===== src/rtl/sipo_rx.sv =====
// Serial-in, parallel-out receiver: rebuilds MSB-first WIDTH-bit words from a qualified bit stream.
// Define SIPO_PARITY_EN to append an even-parity bit to each frame and report parity_err.
module sipo_rx #(
    parameter int WIDTH = 4
) (
    input  logic             clk,
    input  logic             reset,
    input  logic             sin,
    input  logic             sin_valid,
    input  logic             sin_start,
    output logic [WIDTH-1:0] pout,
    output logic             pout_valid,
    input  logic             pout_ready,
    output logic             busy,
    output logic             overrun,
    input  logic             overrun_clr,
    output logic             parity_err
);

    localparam int CW = $clog2(WIDTH);
    localparam logic [CW-1:0] LAST = CW'(WIDTH - 1);

`ifdef SIPO_PARITY_EN
    localparam int SRW = WIDTH;
`else
    // The final data bit goes straight from sin into pout, so only WIDTH-1 bits need storing.
    localparam int SRW = WIDTH - 1;
`endif

    typedef enum logic [1:0] {IDLE, SHIFT, PARITY} state_t;

    state_t           state_reg;
    logic [CW-1:0]    cnt_reg;
    logic [SRW-1:0]   sr_reg;
    logic [WIDTH-1:0] frame_word;
    logic             slot_free;

`ifdef SIPO_PARITY_EN
    logic             parity_reg;
    logic             frame_par;

    assign frame_word = sr_reg;
    assign frame_par  = ^{sr_reg, sin};
    assign parity_err = parity_reg;
`else
    assign frame_word = {sr_reg, sin};
    assign parity_err = 1'b0;
`endif

    // A slot being accepted on this edge counts as free for a completing word.
    assign slot_free = !pout_valid || pout_ready;

    always_ff @(posedge clk or posedge reset) begin
        if (reset) begin
            state_reg  <= IDLE;
            cnt_reg    <= '0;
            sr_reg     <= '0;
            pout       <= '0;
            pout_valid <= 1'b0;
            busy       <= 1'b0;
            overrun    <= 1'b0;
`ifdef SIPO_PARITY_EN
            parity_reg <= 1'b0;
`endif
        end else begin
            // Later assignments below (a new drop) override the clear on the same edge.
            if (overrun_clr) begin
                overrun <= 1'b0;
            end
            if (pout_valid && pout_ready) begin
                pout_valid <= 1'b0;
            end

            if (sin_valid) begin
                if (sin_start || state_reg == IDLE) begin
                    sr_reg    <= SRW'({sr_reg, sin});
                    cnt_reg   <= CW'(1);
                    state_reg <= SHIFT;
                    busy      <= 1'b1;
                end else begin
                    case (state_reg)
                        SHIFT: begin
                            if (cnt_reg == LAST) begin
                                cnt_reg <= '0;
`ifdef SIPO_PARITY_EN
                                sr_reg    <= SRW'({sr_reg, sin});
                                state_reg <= PARITY;
`else
                                state_reg <= IDLE;
                                busy      <= 1'b0;
                                if (slot_free) begin
                                    pout       <= frame_word;
                                    pout_valid <= 1'b1;
                                end else begin
                                    overrun <= 1'b1;
                                end
`endif
                            end else begin
                                sr_reg  <= SRW'({sr_reg, sin});
                                cnt_reg <= cnt_reg + CW'(1);
                            end
                        end
`ifdef SIPO_PARITY_EN
                        PARITY: begin
                            state_reg <= IDLE;
                            busy      <= 1'b0;
                            if (slot_free) begin
                                pout       <= frame_word;
                                pout_valid <= 1'b1;
                                parity_reg <= frame_par;
                            end else begin
                                overrun <= 1'b1;
                            end
                        end
`endif
                        default: begin
                            state_reg <= IDLE;
                            cnt_reg   <= '0;
                            busy      <= 1'b0;
                        end
                    endcase
                end
            end
        end
    end

endmodule


===== config.mk =====
export PLATFORM = sky130hd
export DESIGN_NAME = sipo_rx
export DESIGN_NICKNAME = d
export VERILOG_FILES = /design/src/rtl/sipo_rx.sv
export SDC_FILE = /design/constraint.sdc
export NUM_CORES = 1
export LEC_CHECK = 0
export BUFFER_PORTS_ARGS = -buffer_cell sky130_fd_sc_hd__buf_4
export CORE_AREA = 4 4 41 43
export DETAILED_ROUTE_END_ITERATION = 10
export DIE_AREA = 0 0 45 47
export SYNTH_ARGS = -nofsm -noshare
export SYNTH_HDL_FRONTEND = slang
export SYNTH_SLANG_ARGS = --single-unit

===== constraint.sdc =====
create_clock -name clk -period 2.3 [get_ports clk]
set_input_delay 0.23 -clock clk [delete_from_list [all_inputs] [get_ports clk]]
set_output_delay 0.23 -clock clk [all_outputs]
set_load 0.05 [all_outputs]

==> results, run 1 <==
- The post-detailed-route DRC marker count is 0.
- For this run, the detailed router's first-pass iteration total came to 2.
- The cell taking the most area after synthesis is sky130_fd_sc_hd__dfrtp_1.
- The filler-free cell count of the finished design is 69.
- The share of total power dissipated in sequential elements is 0.419.
- The critical path class is flip-flop to flip-flop.
- The required time of the worst setup path is 2.44 ns.
- The number of hold violations in the final report is 0.
- For this run, the post-layout net count is 64.
- The total wirelength of the detailed-routed design is 952 um.
- The final critical-path share of the clock period is 0.617.
- The portion of the post-synthesis area used by sequential elements is 0.561.
- The initial antenna violation count was 0.
- The total of max-cap violations is 0.
- In this run, synthesis inferred 0 flip-flops with an integrated enable.
- Of the total power, the share spent switching nets is 0.387.
- Of all flip-flops after synthesis, the portion carrying an async set or reset was 1.00.
- Setup repair after global routing left no endpoint under its margin.
- The count of buffers added on input and output ports is 13.
- The clock passes through at most 2 buffers.
- At the end of routability-driven placement, the weighted congestion stood at 0.683.
- The die footprint is 2120 um^2.
- Of all nets on the critical path, the largest fanout is 4.
- The share of post-route cells with drive strength above 1 is 0.500.
- After floorplanning, the core was divided into 13 placement rows.
- The tree is rooted in a sky130_fd_sc_hd__clkbuf_4.
- The initial utilization of the core area, before any placement, comes to 0.412.
- Entering global routing, the biggest net connects 13 pins.
- The floorplan step set the die height to 47 um.
- The share of the synthesized area in the top cell type is 0.561.
- For this design the top-level I/O count stands at 15.
- In the final routed layout, each cell accounts on average for 13.8 um.
- The clock latency on the worst-skew pair is 0.26 ns.
- In the post-route analysis, the smallest setup slack over all paths is 0.881 ns.
- The overall fraction of global-route tracks in use is 0.107.
- The number of flip-flops under the largest register name is 4.
- The number of global-route vias before repair is 348.
- The netlist area before placement is 536 um^2.
- The flow ran to the end, and the final reports show no timing, DRC or antenna violations.
- The routed design could run at a clock period as short as 1.42 ns.
- The floorplan step set the die width to 45 um.
- The via density per instance is 4.90.
- The path class of the tightest hold or removal check is primary input to flip-flop.
- The main combinational cell family by area after synthesis is multiplexers.
- The total clock sinks is 12.
- CTS built an H-tree with a depth of 1.
- The reported net switching power is 0.271 mW.
- Across the routed clock network, the largest skew measured is 0.00376 ns.
- The commonest cells after synthesis are sky130_fd_sc_hd__dfrtp_1 (12), sky130_fd_sc_hd__inv_1 (4), sky130_fd_sc_hd__mux2_2 (4), sky130_fd_sc_hd__mux2_4 (3).
- After clock tree synthesis, the repair step resized 0 gates.
- The highest-delay cell along the critical path is sky130_fd_sc_hd__dfrtp_1.
- The most frequently used cell type in the post-synthesis netlist is sky130_fd_sc_hd__dfrtp_1.
- The cell internal power dissipation is 0.429 mW.
- The number of register bits inferred by synthesis is 12.
- The number of placed instances with taps included is 65.
- The total leakage power is 0.346 nW.
- The worst setup timing slack at the placement stage is 0.882 ns.
- The area added between synthesis and finish is 26.4%.
- Measured against the total synthesized area, the mux share comes to 0.168.
- The final route contains 338 vias.
- 0 antenna diodes ended up in the layout.
- Walking the worst path, the cells encountered are ha_1, nand4b_4, nor2b_4, mux2_2.
- Counting every net in the synthesized netlist gives 46.
- The detailed router's first-iteration violation count is 3.
- The worst path buffer plus inverter count is 0.
- In the post-synthesis netlist, the biggest area contributors are sky130_fd_sc_hd__dfrtp_1 (56%), sky130_fd_sc_hd__mux2_2 (8.4%), sky130_fd_sc_hd__mux2_4 (8.4%).
- The endpoint kind of the worst setup timing path is a flip-flop.
- Of the total synthesized cell area, the portion taken by XOR and XNOR cells is 0.
- Counting every instance in the synthesized netlist gives 38.
- The total power divided by cell area is 1030 nW/um^2.
- The proportion of power drawn by combinational gates is 0.414.
- The average footprint of a synthesized cell is 14.1 um^2.
- The number of nets with antenna violations after routing is 0.
- Broken down by cell family, the worst path's largest delay share belongs to flip-flops.
- The setup TNS is 0 ns.
- The max-slew violation count was 0.
- Once layout is complete, the utilization of the core stands at 0.520.
- The endpoint arrival time on the critical path is 1.56 ns.
- VDD sags by at most 0.461 mV.
- Among all flip-flop cells after synthesis, the most frequent one is sky130_fd_sc_hd__dfrtp_1.
- The largest stage delay on the critical path is 0.38 ns.
- The count of final setup violators is 0.
- The remaining global-route overflow is 0.
- The part of the power in the clock network is 0.167.
- The number of buffers added by the clock tree synthesis step is 3.
- The count of warnings emitted by yosys is 0.
- The first global-routing pass estimated 1570 um of wire.
- The fraction of the mapped netlist area in compound gates is 0.0748.
- Based on the critical path, the design can be clocked at up to 0.705 GHz.
- The critical path launch point type is a flip-flop.
- Of the total synthesized cell area, the portion taken by full adders, half adders and majority gates is 0.0234.
- Clock-pin slew was measured on the worst setup and hold paths at 0.06 ns.
- The post-synthesis share of cell area spent on and, or, nand and nor gates is 0.124.
- Synthesis instantiated 17 different standard cells from the library.
- Post-CTS timing repair inserted 0 buffers for setup.
- The core area is 1300 um^2.
- The TritonCTS clock tree is built.
-- placed cells by master, fill, tap and decap left out --
| master | instances |
|---|---|
| sky130_fd_sc_hd__dfrtp_1 | 12 |
| sky130_fd_sc_hd__nor2b_4 | 1 |
| sky130_fd_sc_hd__ha_1 | 1 |
| sky130_fd_sc_hd__dlygate4sd3_1 | 1 |
| sky130_fd_sc_hd__conb_1 | 1 |
| sky130_fd_sc_hd__nand2_1 | 1 |
| sky130_fd_sc_hd__inv_1 | 4 |
| sky130_fd_sc_hd__buf_4 | 13 |
| sky130_fd_sc_hd__nand4b_4 | 1 |
| sky130_fd_sc_hd__a21bo_4 | 1 |
| sky130_fd_sc_hd__nand2b_1 | 1 |
| sky130_fd_sc_hd__o21ai_0 | 2 |
| sky130_fd_sc_hd__clkbuf_4 | 3 |
| sky130_fd_sc_hd__o22ai_1 | 1 |
| sky130_fd_sc_hd__o21a_1 | 1 |
| sky130_fd_sc_hd__nand3_1 | 2 |
| sky130_fd_sc_hd__mux2_2 | 4 |
| sky130_fd_sc_hd__mux2_4 | 3 |
| sky130_fd_sc_hd__nor2b_2 | 1 |
-- metrics by stage --
| stage | cell area [um^2] | power [mW] | hold slack [ns] |
|---|---|---|---|
| after floorplan | 536 | 0.498 | 0.0947 |
| after global placement | 644 | 0.579 | 0.247 |
| after detailed placement | 644 | 0.591 | 0.262 |
| after CTS | 677 | 0.711 | 0.150 |
| after global routing | 677 | 0.738 | 0.144 |
| final | 677 | 0.700 | 0.159 |
-- logic make-up after synthesis --
kind of cell	after synthesis
compound gates	5
fa+ha+maj	1
buf+inv	5
flops	12
mux	7
other cells	1
simple gates	7
-- final timing paths --
kind                        startpoint   endpoint  slack (ns)  cells past startpoint
max                         cnt_reg[0]    pout[2]        0.88                      4
min                        overrun_clr    overrun        0.16                      2
max reg2reg                 cnt_reg[0]    pout[2]        0.88                      4
min reg2reg                  sr_reg[2]  sr_reg[2]        0.51                      1
max in group asynchronous        reset    pout[1]        1.46                      3
min in group asynchronous        reset    pout[3]        0.54                      3
-- power by group through the flow --
stage          sequential [mW]  clock (mW)  combinational (mW)
2_1_floorplan            0.422           0              0.0765
3_3_place_gp             0.294           0               0.285
3_5_place_dp             0.299           0               0.292
4_1_cts                  0.295       0.122               0.294
5_1_grt                  0.301       0.135               0.303
6_report                 0.293       0.117               0.290
-- routing by layer --
layer  up-vias  share of wire  global-route usage
met4         0         0.0084              0.0702
met3         2          0.080              0.0268
met1       164           0.37               0.114
met5         -              0                   0
li1        159              -                   -
met2        13           0.54               0.189
-- area by class of cell --
type / instances / area (um^2)
Inverter: 4 / 15.0
Tap cell: 15 / 18.8
Timing Repair Buffer: 14 / 108
Sequential cell: 12 / 300
Fill cell: 124 / 624
Clock buffer: 3 / 22.5
Multi-Input combinational cell: 21 / 213
-- repair_timing --
item                                    in CTS  in global routing
hold buffers                                 1                  0
endpoints found under the setup margin       0                  0
endpoints found under the hold margin       12                  0
No activity file was read; power rests on OpenSTA's default activity.
==> inputs of run 2 (changes only) <==
==> constraint.sdc (replaced) <==
create_clock -name clk -period 1.4 [get_ports clk]
set_input_delay 0.14 -clock clk [delete_from_list [all_inputs] [get_ports clk]]
set_output_delay 0.14 -clock clk [all_outputs]
set_load 0.05 [all_outputs]
==> run 2 against run 1 <==
Against the previous run:
- hold slack worse by 0.098 ns
- largest power group unchanged
- first-iteration DRC count stayed put
- non-clock buffer count is 1 higher
- largest cell class unchanged
- flip-flop and latch count stayed put
- total power is 69% higher
- global-route usage is 0.72 points lower
- critical endpoint is now pout[1]
- critical path type unchanged
- clock-buffer cell count is 1 higher
==> results, run 2 (synthesized netlist as in run 1, its figures left out) <==
- The flow ran to the end, and the final reports show no timing, DRC or antenna violations.
- The path category of the worst min-delay check is primary input to flip-flop.
- The clock net in this run drives a total of 12 sinks.
- The final instance area is 702 um^2.
- The number of top-level pins is 15.
- The required time of the worst setup path is 1.54 ns.
- The per-cell routed wire length is 12.7 um.
- The number of buffers added by the clock tree synthesis step is 3.
- Entering global routing, the biggest net connects 13 pins.
- In the final design database the tool counted 65 nets.
- The cell sitting at the root of the clock tree is a sky130_fd_sc_hd__clkbuf_4.
- Between clock sinks in the finished design, the worst skew comes to 0.00775 ns.
- In the finished design, the share of the clock period the worst path needs comes to 0.951.
- The total leakage power is 0.351 nW.
- The CTS clock-pin slew for the worst setup and hold paths is 0.07 ns.
- The detailed router's first-iteration violation count is 3.
- The worst setup path is captured at a flip-flop.
- At the placement stage, the worst setup path has a slack of -0.000484 ns.
- The setup path with the least slack is of type flip-flop to flip-flop.
- The largest voltage drop on the vdd net is 0.794 mV.
- Setup violations remaining at the end of the flow were counted as 0.
- Row generation in the floorplan step produced 13 rows.
- After detailed placement, the total cell area comes to 646 um^2.
- In the routed layout, each cell is associated on average with a via count of 4.76.
- In the layout the commonest cells are sky130_fd_sc_hd__buf_4 (14), sky130_fd_sc_hd__dfrtp_1 (11), sky130_fd_sc_hd__mux2_2 (4), sky130_fd_sc_hd__inv_1 (4).
- At the later pin of the worst-skew pair, clock insertion delay measures 0.26 ns.
- The total wirelength of the detailed-routed design is 899 um.
- Across all setup checks in the final design, the least slack found is 0.0681 ns.
- At the end of routability-driven placement, the weighted congestion stood at 0.684.
- The initial antenna violation count is 0.
- The number of antenna diodes in the final layout is 0.
- The wire length of the first global-routing pass is 1480 um.
- STA classifies the critical path startpoint as a flip-flop.
- The total via count after detailed routing is 338.
- Across the run, the number of max-cap violations was 0.
- The clock period minus worst slack is 1.33 ns.
- The launch point of the worst hold path is overrun_clr.
- The die footprint is 2120 um^2.
- The number of nets with antenna violations after routing is 0.
- Of all nets on the critical path, the largest fanout is 4.
- The pre-antenna-repair detailed-routing pass consisted of 4 iterations.
- The library cell used most frequently in the layout, excluding fill and tap cells, is sky130_fd_sc_hd__buf_4.
- The number of hold violations in the final report is 0.
- The number of global-route vias before repair is 346.
- The share of post-route cells with drive strength above 1 is 0.536.
- After detailed routing, the number of remaining DRC violations is 0.
- The max-slew violation count is 0.
- The critical path starts at cnt_reg[0].
- The startpoint identified for the worst register-to-register timing path is cnt_reg[0].
- The area growth from synthesis to layout is 31.1%.
- The number of I/O port buffers is 13.
- For this run, the total global-route usage over all layers was measured as 0.100.
- The HPWL after detailed placement is 726 um.
- The number of flip-flops under the largest register name is 4.
- The clock tree buffer depth is 2.
- The timing-limited maximum frequency is 0.751 GHz.
- The initial utilization of the core area, before any placement, comes to 0.412.
- CTS built an H-tree with a depth of 1.
- The remaining global-route overflow is 0.
- Power spread over the standard cell area amounts to 1690 nW/um^2.
- The endpoint arrival time on the critical path is 1.48 ns.
- In this run the standard cell core region covers 1300 um^2.
- From bottom edge to top edge, the die measures 47 um.
- From left edge to right edge, the die measures 45 um.
- The TritonCTS clock tree is built.
run 2: repair_timing:
action	CTS	global route
resized for setup	1	1
setup buffers	0	1
endpoints found under the setup margin	4	4
endpoints found under the hold margin	12	0
hold buffers	1	0
run 2: critical path, stage by stage (launching register included):
cell,delay [ns]
sky130_fd_sc_hd__dfrtp_1,0.40
sky130_fd_sc_hd__ha_4,0.17
sky130_fd_sc_hd__nand4b_4,0.12
sky130_fd_sc_hd__nor2b_4,0.17
sky130_fd_sc_hd__mux2_2,0.35
run 2: metal layers:
metal / wire length (um) / global-route usage / vias up
met5: 0 / 0 / -
met4: 0 / 0.0702 / 0
met3: 79 / 0.0268 / 0
met2: 450 / 0.161 / 11
met1: 369 / 0.116 / 165
li1: - / - / 162
run 2: worst paths after layout:
kind | end | slack (ns) | cells after the start
worst max-delay path | pout[1] | 0.07 | 4
worst max register to register | pout[1] | 0.07 | 4
min in group asynchronous | pout[3] | 0.44 | 3
max in group asynchronous | state_reg[0] | 0.64 | 3
worst min-delay path | overrun | 0.06 | 2
worst min register to register | sr_reg[2] | 0.52 | 1
run 2: layout make-up:
class | instances | area, um^2
inverter | 4 | 15.0
clock buffer | 4 | 26.3
tap | 15 | 18.8
timing repair buffer | 15 | 115
fill | 120 | 599
sequential | 12 | 302
multi-input combinational | 21 | 225
run 2: power by group:
group | leakage [nW] | total (mW) | internal, mW | switching (mW)
Combinational | 0.190 | 0.485 | 0.185 | 0.300
Sequential | 0.146 | 0.487 | 0.432 | 0.0548
Clock | 0.0150 | 0.212 | 0.110 | 0.102
Total | 0.351 | 1.18 | 0.727 | 0.456
run 2: per-stage QoR:
step	power (mW)	instances	util	hold slack, ns	TNS, ns
2_1_floorplan	0.819	38	-	0.00463	0
3_3_place_gp	0.952	65	0.496	0.157	0
3_5_place_dp	0.969	65	0.496	0.175	-0.000484
4_1_cts	1.19	70	0.526	0.0500	0
5_1_grt	1.24	71	0.539	0.0509	-0.00768
6_report	1.18	71	0.539	0.0604	0
